==> src/rtl/fir_seq_ctrl.sv <==
// Sequencer feeding a single fir_1: FIFO-buffered input stream, one sample in flight,
// results returned in order on a valid/ready port. `FIR_TIMEOUT_EN adds a wait watchdog.
module fir_seq_ctrl #(
   parameter int DW          = 16,
   parameter int ADDR_W      = 2,
   parameter int TIMEOUT_CYC = 64
) (
   input  logic              clk,
   input  logic              reset_p,
   input  logic              s_valid,
   input  logic [DW-1:0]     s_data,
   output logic              s_ready,
   output logic              m_valid,
   output logic [DW-1:0]     m_data,
   input  logic              m_ready,
   output logic              fir_act,
   output logic [DW-1:0]     fir_x,
   input  logic              fir_ready,
   input  logic [DW-1:0]     fir_y,
   output logic              busy,
   output logic [ADDR_W:0]   fifo_level,
   output logic              err_timeout
);
   localparam int DEPTH = 2**ADDR_W;
   localparam logic [ADDR_W:0] FULL_LVL = DEPTH[ADDR_W:0];

   localparam logic [1:0] IDLE    = 2'd0;
   localparam logic [1:0] ISSUE   = 2'd1;
   localparam logic [1:0] WAIT_LO = 2'd2;
   localparam logic [1:0] WAIT_HI = 2'd3;

   logic [1:0]        state_q, state_d;
   logic [ADDR_W-1:0] wr_ptr_q, rd_ptr_q;
   logic [ADDR_W:0]   level_q, level_d;
   logic [DW-1:0]     mem_q [DEPTH];
   logic              fir_act_q, fir_act_d;
   logic [DW-1:0]     fir_x_q, fir_x_d;
   logic              m_valid_q, m_valid_d;
   logic [DW-1:0]     m_data_q, m_data_d;
   logic              push, pop, slot_free, capture, timeout;

   assign s_ready   = (level_q != FULL_LVL);
   assign slot_free = !m_valid_q || m_ready;
   assign push      = s_valid && s_ready;
   assign pop       = (state_q == IDLE) && (level_q != '0) && fir_ready && slot_free;
   assign capture   = (state_q == WAIT_HI) && fir_ready;

`ifdef FIR_TIMEOUT_EN
   localparam int CNT_W = $clog2(TIMEOUT_CYC + 1);
   localparam logic [CNT_W-1:0] CNT_LAST = CNT_W'(TIMEOUT_CYC - 1);

   logic [CNT_W-1:0] cnt_q, cnt_d;
   logic             err_q, err_d;
   logic             waiting;

   assign waiting     = (state_q == WAIT_LO) || (state_q == WAIT_HI);
   // A result arriving on the last allowed cycle still wins over the watchdog.
   assign timeout     = waiting && !capture && (cnt_q == CNT_LAST);
   assign err_timeout = err_q;

   always_comb begin
      cnt_d = cnt_q;
      err_d = err_q || timeout;
      if (state_q == ISSUE) cnt_d = '0;
      else if (waiting)     cnt_d = cnt_q + CNT_W'(1);
   end

   always_ff @(posedge clk or posedge reset_p) begin
      if (reset_p) begin
         cnt_q <= '0;
         err_q <= 1'b0;
      end else begin
         cnt_q <= cnt_d;
         err_q <= err_d;
      end
   end
`else
   assign timeout     = 1'b0;
   assign err_timeout = 1'b0;
`endif

   always_comb begin
      state_d   = state_q;
      fir_act_d = 1'b0;
      fir_x_d   = fir_x_q;
      m_valid_d = m_valid_q;
      m_data_d  = m_data_q;
      if (m_valid_q && m_ready) m_valid_d = 1'b0;
      case (state_q)
         IDLE: begin
            if (pop) begin
               state_d   = ISSUE;
               fir_act_d = 1'b1;
               fir_x_d   = mem_q[rd_ptr_q];
            end
         end
         ISSUE:   state_d = WAIT_LO;
         WAIT_LO: if (!fir_ready) state_d = WAIT_HI;
         WAIT_HI: begin
            if (fir_ready) begin
               state_d   = IDLE;
               m_valid_d = 1'b1;
               m_data_d  = fir_y;
            end
         end
         default: state_d = IDLE;
      endcase
      if (timeout) state_d = IDLE;
   end

   always_comb begin
      level_d = level_q;
      case ({push, pop})
         2'b10:   level_d = level_q + (ADDR_W+1)'(1);
         2'b01:   level_d = level_q - (ADDR_W+1)'(1);
         default: level_d = level_q;
      endcase
   end

   always_ff @(posedge clk or posedge reset_p) begin
      if (reset_p) begin
         state_q   <= IDLE;
         wr_ptr_q  <= '0;
         rd_ptr_q  <= '0;
         level_q   <= '0;
         fir_act_q <= 1'b0;
         fir_x_q   <= '0;
         m_valid_q <= 1'b0;
         m_data_q  <= '0;
      end else begin
         state_q   <= state_d;
         level_q   <= level_d;
         fir_act_q <= fir_act_d;
         fir_x_q   <= fir_x_d;
         m_valid_q <= m_valid_d;
         m_data_q  <= m_data_d;
         if (push) wr_ptr_q <= wr_ptr_q + ADDR_W'(1);
         if (pop)  rd_ptr_q <= rd_ptr_q + ADDR_W'(1);
      end
   end

   // Storage carries no reset; occupancy is tracked by the pointers and level.
   always_ff @(posedge clk) begin
      if (push) mem_q[wr_ptr_q] <= s_data;
   end

   assign fir_act    = fir_act_q;
   assign fir_x      = fir_x_q;
   assign m_valid    = m_valid_q;
   assign m_data     = m_data_q;
   assign busy       = (state_q != IDLE);
   assign fifo_level = level_q;
endmodule
==> config.mk <==
export PLATFORM = sky130hd
export DESIGN_NAME = fir_seq_ctrl
export DESIGN_NICKNAME = d
export VERILOG_FILES = /design/src/rtl/fir_seq_ctrl.sv
export SDC_FILE = /design/constraint.sdc
export NUM_CORES = 1
export LEC_CHECK = 0
export BUFFER_PORTS_ARGS = -buffer_cell sky130_fd_sc_hd__buf_2
export CORE_ASPECT_RATIO = 0.6
export CORE_MARGIN = 4
export CORE_UTILIZATION = 55
export CTS_CLUSTER_DIAMETER = 80
export DETAILED_ROUTE_END_ITERATION = 8
export PLACE_DENSITY = 0.8
export SKIP_LAST_GASP = 1
export SLEW_MARGIN = 15
export SYNTH_ARGS = -nofsm -noshare
export SYNTH_HDL_FRONTEND = slang
export SYNTH_SLANG_ARGS = --single-unit
==> constraint.sdc <==
create_clock -name clk -period 2.76 [get_ports clk]
set_clock_uncertainty 0.15 [all_clocks]
set_input_delay 0.138 -clock clk [delete_from_list [all_inputs] [get_ports clk]]
set_output_delay 0.138 -clock clk [all_outputs]
set_load 0.005 [all_outputs]
Yosys cells after proc, flatten, opt, wreduce, memory -nomap -nowiden. Memories as Yosys holds them, arrays and structs flattened. A register that Yosys moved wholly into a read port is not among the register bits. Index checks and enable logic that the tools add are counted.

Bits in registers: 27. Memory bits (writable): 64. Input port bits: 37. Output and inout port bits: 40. Logic and storage cells: 47. Memories kept: 1.

$add $sub $neg: 4. Eq/ne operators: 9. Mux-type cells: 12. Reduce and logical (&&, ||, !) cells: 14.

Memories: mem_q (words 4, width 16, read ports 1, clocked after Yosys merged registers in 1, wr ports 1, RTL line 35) `logic [DW-1:0] mem_q [DEPTH];`.

Operators by type and width (count): 2-bit one-hot mux with 4 select lines (1); 1-bit 2-to-1 mux (7); 2-bit == test (second input constant) (3); 2-bit 2-to-1 mux (3); 2-bit != test (second input constant) (3); 3-bit one-hot mux with 2 select lines (1); 1-bit logical AND (5); 2-bit by 1-bit adder with 2-bit output (second input constant) (2); 2-bit by 1-bit == test with 1-bit output (second input constant) (2); 2-bit AND reduction (2); 2-bit nonzero test (2); 3-bit by 1-bit adder with 3-bit output (second input constant) (1); 3-bit != test (second input constant) (1); 3-bit AND reduction (1); 3-bit nonzero test (1); 3-bit by 1-bit subtractor with 3-bit output (second input constant) (1); 2-bit logical NOT (1); 1-bit logical NOT (1); 1-bit logical OR (1).

Depth between registers and ports, before layout.
Word-level depth: 6. Mapped depth: 10. Mapped depth without buffers: 10.

Least setup slack after synthesis. Ideal clock, no wire load.

Kind: register to register. Start: register level_q[1] (netlist: fifo_level[1]). End: register level_q[2] (netlist: fifo_level[2]). Library setup time: 0.079 ns. Data arrival time: 2.023 ns. Required time: 2.531 ns. Slack: 0.507 ns. Stages on the path, launching flop included: 10. Path buffers: 0. Period minus slack after synthesis: 2.253 ns. Path through: dfrtp_1 > or3b_4 > and2_4 > inv_1 > ha_1 > inv_1 > fa_1 > xor2_1 > nor2_1 > xor2_1.

Elaborated cells on any way between the ends: 12.

RTL lines: from (decl) (RTL line 34) `logic [ADDR_W:0] level_q, level_d;`; from (signal assigned) (RTL line 132) `level_q <= level_d;`; 3-bit != test (*) (RTL line 42) `assign s_ready = (level_q != FULL_LVL);`; via s_ready (RTL line 12) `output logic s_ready,`; 1-bit logical AND (*) (RTL line 44) `assign push = s_valid && s_ready;`; 2-bit by 1-bit == test with 1-bit output or 2-bit == test (tied branches) (RTL line 113) `case ({push, pop})`; 3-bit one-hot mux with 2 select lines or 2-bit nonzero test (tied branches).

The timed path passes the listed nets; every way through them passes the cells marked *. A chain may end at the register's enable or synchronous reset.

Worst setup path after layout.
Start: register state_q[0]. End: register level_q[2] (netlist: fifo_level[2]).

Cells in the longest elaborated chain, start to end: 6. Elaborated cells on any way between the ends: 8.

RTL lines: from (decl) (RTL line 32) `logic [1:0] state_q, state_d;`; from (signal assigned) (RTL line 131) `state_q <= state_d;`; 2-bit logical NOT (*) (RTL line 45) `assign pop = (state_q == IDLE) && (level_q != '0) && fir_ready && slot_free;`; 1-bit logical AND (*) (3 in series) (RTL line 45); via pop (RTL line 40) `logic push, pop, slot_free, capture, timeout;`; 2-bit by 1-bit == test with 1-bit output or 2-bit == test (tied branches) (RTL line 113); 3-bit one-hot mux with 2 select lines or 2-bit nonzero test (tied branches).

Marks and branches as above.

==> impl_metrics.tcl <==
set metrics [dict create \
    setup_tns_ps 0 \
    vias 2247 \
    synth_most_common_cell "edfxtp_1" \
    synth.avg_cell_area_um2 19.94 \
    grt-ovfl-total 0 \
    hp-class "in -> reg" \
    worstHoldStart "s_valid" \
    pwr-share-seq 0.454 \
    fin_cells 438 \
    power.switching_mw 1.536 \
    setup_violations 0 \
    synth_xor_area_frac 0.01231 \
    clockPowerShare 0.243 \
    ys_top_cells_by_count "64 x edfxtp_1, 43 x dfrtp_1, 26 x mux2_2, 11 x inv_1, 9 x ha_1" \
    fp.dieH_um 76.24 \
    ys_types 32 \
    static-leakage-power_nw 2.227 \
    synth_compound_area_frac 0.007916 \
    rows 24 \
    cts_buffer_depth 2 \
    first_iter_violations 109 \
    maxCapViolations 0 \
    portBuffers 75 \
    yosys.area_share.adder 0.03108 \
    dp_hpwl_um 4693 \
    placed_cells 389 \
    grt_max_degree 44 \
    grt_usage 0.1782 \
    finalMaxSlewViolations 0 \
    rrSetupSlack_ps 370 \
    min_path_cells 3 \
    core_area_mm2 0.007387 \
    synth_area_leaders "edfxtp_1 45%, dfrtp_1 25%, mux2_2 6.9%, mux4_1 4.9%, mux4_2 4.2%" \
    synth_top_family_by_area "multiplexers" \
    cp-start-kind "flop" \
    irDropWorstVdd_mv 0.6290 \
    async_flop_share 0.4019 \
    num_antenna_cells 0 \
    max_stage_delay_ps 410 \
    syn-num-nets 261 \
    min_period_over_period 0.8660 \
    hold_viol 0 \
    cts_root_buf "clkbuf_16" \
    fin_crit_ps 2390 \
    nets 376 \
    timing.fmax_ghz 0.4184 \
    io_pins 77 \
    syn2layout_area_growth_pct 26.18 \
    clk_latency_ps 330 \
    cp_max_fo 4 \
    die_w_um 121.7 \
    yosysSeqAreaShare 0.7024 \
    final_antenna_net_count 0 \
    synth_top_cell_by_area "edfxtp_1" \
    holdPathEnd "wr_ptr_q[0]$_DFFE_PP0P_" \
    cts_buffers 9 \
    ys.flop_type "edfxtp_1" \
    critical_path_class "reg -> reg" \
    cellPowerDensity_mw_per_mm2 1031 \
    timing.rr.start "state_q[0]$_DFFE_PP0P_" \
    dieArea_mm2 0.009279 \
    fin_util 0.7290 \
    status "completed" \
    cp.required_ps 2860 \
    cts.sinks 107 \
    yosys.area_share.simple 0.02785 \
    detail_route.wl_per_cell_um 17.26 \
    slowest_stage "dfrtp_1" \
    slew_headroom 0.3824 \
    viasPerCell 5.130 \
    crit_chain "inv_1, ha_1, nand2_1, nor3_1, ha_1, inv_1, fa_1, xor2_1, nor2_1, xor2_1" \
    crit_arrival_ps 2490 \
    synth_cells 214 \
    fillers 476 \
    worst_pin_slew_ps 926.5 \
    fin_worst_hold_slack_ps 35.04 \
    cts_setup_buffers 0 \
    start_util 0.5777 \
    dr.pass1.iters 4 \
    grt_pass1_wl_um 12490 \
    synthMuxAreaShare 0.1909 \
    place_area_mm2 0.004723 \
    yosysTopAreaCellShare 0.4503 \
    swShare 0.2765 \
    htree_levels 3 \
    drcViolationCount 0 \
    pwr-share-comb 0.303 \
    reg2reg_to "fifo_level[2]$_DFFE_PP0P_" \
    cts.reportedPaths.clkPinSlew_ps 60 \
    synth_edf_count 64 \
    intPower_mw 4.018 \
    synth_area_mm2 0.004268 \
    worstRegToRegCells 10 \
    cts_tree "done" \
    fin_area_mm2 0.005385 \
    grt_pass1_vias 2365 \
    synth-seq-cells 107 \
    wl_um 7561 \
    yosysWarnings 0 \
    endpoint_kind "flop" \
    drive_gt1_frac 0.4192 \
    antenna_found_initial 0 \
    grt_setup_unrepaired "false" \
    gp_congestion 0.7699 \
]
-- state kept, by name, indices dropped and copies added, names as in the netlist --
signal	count
fir_x	16
state_q	2
m_valid	1
m_data	16
wr_ptr_q	2
fifo_level	3
rd_ptr_q	2
mem_q	64
fir_act	1
-- layout make-up --
class	count	area (µm²)	share of cell area
inverter	11	41.29	0.007667
timing repair buffer	111	728.2	0.1352
clock inverter	4	52.55	0.009758
tap	104	130.1	0.02416
clock buffer	12	279.0	0.05181
sequential	107	2998	0.5567
multi-input combinational	89	1156	0.2147
-- power by group through the flow --
stage          Sequential, mW  Combinational [mW]  Clock (mW)
3_5_place_dp             2.54                1.68           0
5_1_grt                  2.57                1.86        1.45
4_1_cts                  2.51                1.72        1.38
2_1_floorplan            2.48                1.18           0
3_3_place_gp             2.51                1.63           0
6_report                 2.52                1.69        1.35
-- timing repair --
action / 4_1_cts / 5_1_grt
endpoints found under the hold margin: 123 / 0
hold buffers: 33 / 0
resized for setup: 0 / 0
-- cells by family after synthesis --
| kind of cell | Yosys count |
|---|---|
| simple gates | 17 |
| fa+ha+maj | 10 |
| mux | 51 |
| xor+xnor | 6 |
| other cells | 1 |
| buf+inv | 18 |
| compound gates | 4 |
| flops | 107 |
-- how the worst max path moves through the flow --
stage / from / to / slack (ps) / cells after the start
after CTS: state_q[0]$_DFFE_PP0P_ / fifo_level[2]$_DFFE_PP0P_ / 360 / 10
after floorplan: fifo_level[1]$_DFFE_PP0P_ / fifo_level[2]$_DFFE_PP0P_ / 510 / 9
after detailed placement: state_q[0]$_DFFE_PP0P_ / fifo_level[2]$_DFFE_PP0P_ / 390 / 10
after global placement: state_q[0]$_DFFE_PP0P_ / fifo_level[2]$_DFFE_PP0P_ / 470 / 10
after global routing: state_q[1]$_DFFE_PP0P_ / fifo_level[2]$_DFFE_PP0P_ / 150 / 10
final: state_q[0]$_DFFE_PP0P_ / fifo_level[2]$_DFFE_PP0P_ / 370 / 10
-- layout by cell type, fill, tap and decap left out, drive strengths merged, types with 4 or more instances in the layout --
cell type	netlist	final
and3	4	4
buf	7	78
clkbuf	0	12
dfrtp	43	43
dlygate4sd3	0	33
edfxtp	64	64
ha	9	9
inv	11	12
mux2	35	35
mux4	16	16
xor2	4	4
-- per-layer routing --
layer / global-route usage / vias up / part of all wire
li1: - / 1046 / -
met1: 0.2418 / 1136 / 0.46
met2: 0.2804 / 57 / 0.49
met3: 0.05341 / 8 / 0.044
met4: 0.05481 / 0 / 0.011
met5: 0 / - / 0
-- metrics by stage --
stage | total power [mW] | worst slack [ps]
after CTS | 5.608 | 358.4
final | 5.553 | 369.8
after detailed placement | 4.219 | 389.2
after global routing | 5.894 | 154.4
after global placement | 4.147 | 468.7
after floorplan | 3.659 | 507.4
-- critical path, delay by kind of cell (launching register included) --
| kind | cells | cell delay (ps) |
|---|---|---|
| xor+xnor | 2 | 300 |
| fa+ha+maj | 3 | 820 |
| buf+inv | 2 | 180 |
| flops | 1 | 410 |
| simple gates | 3 | 460 |
(Power assumes the default switching activity.)
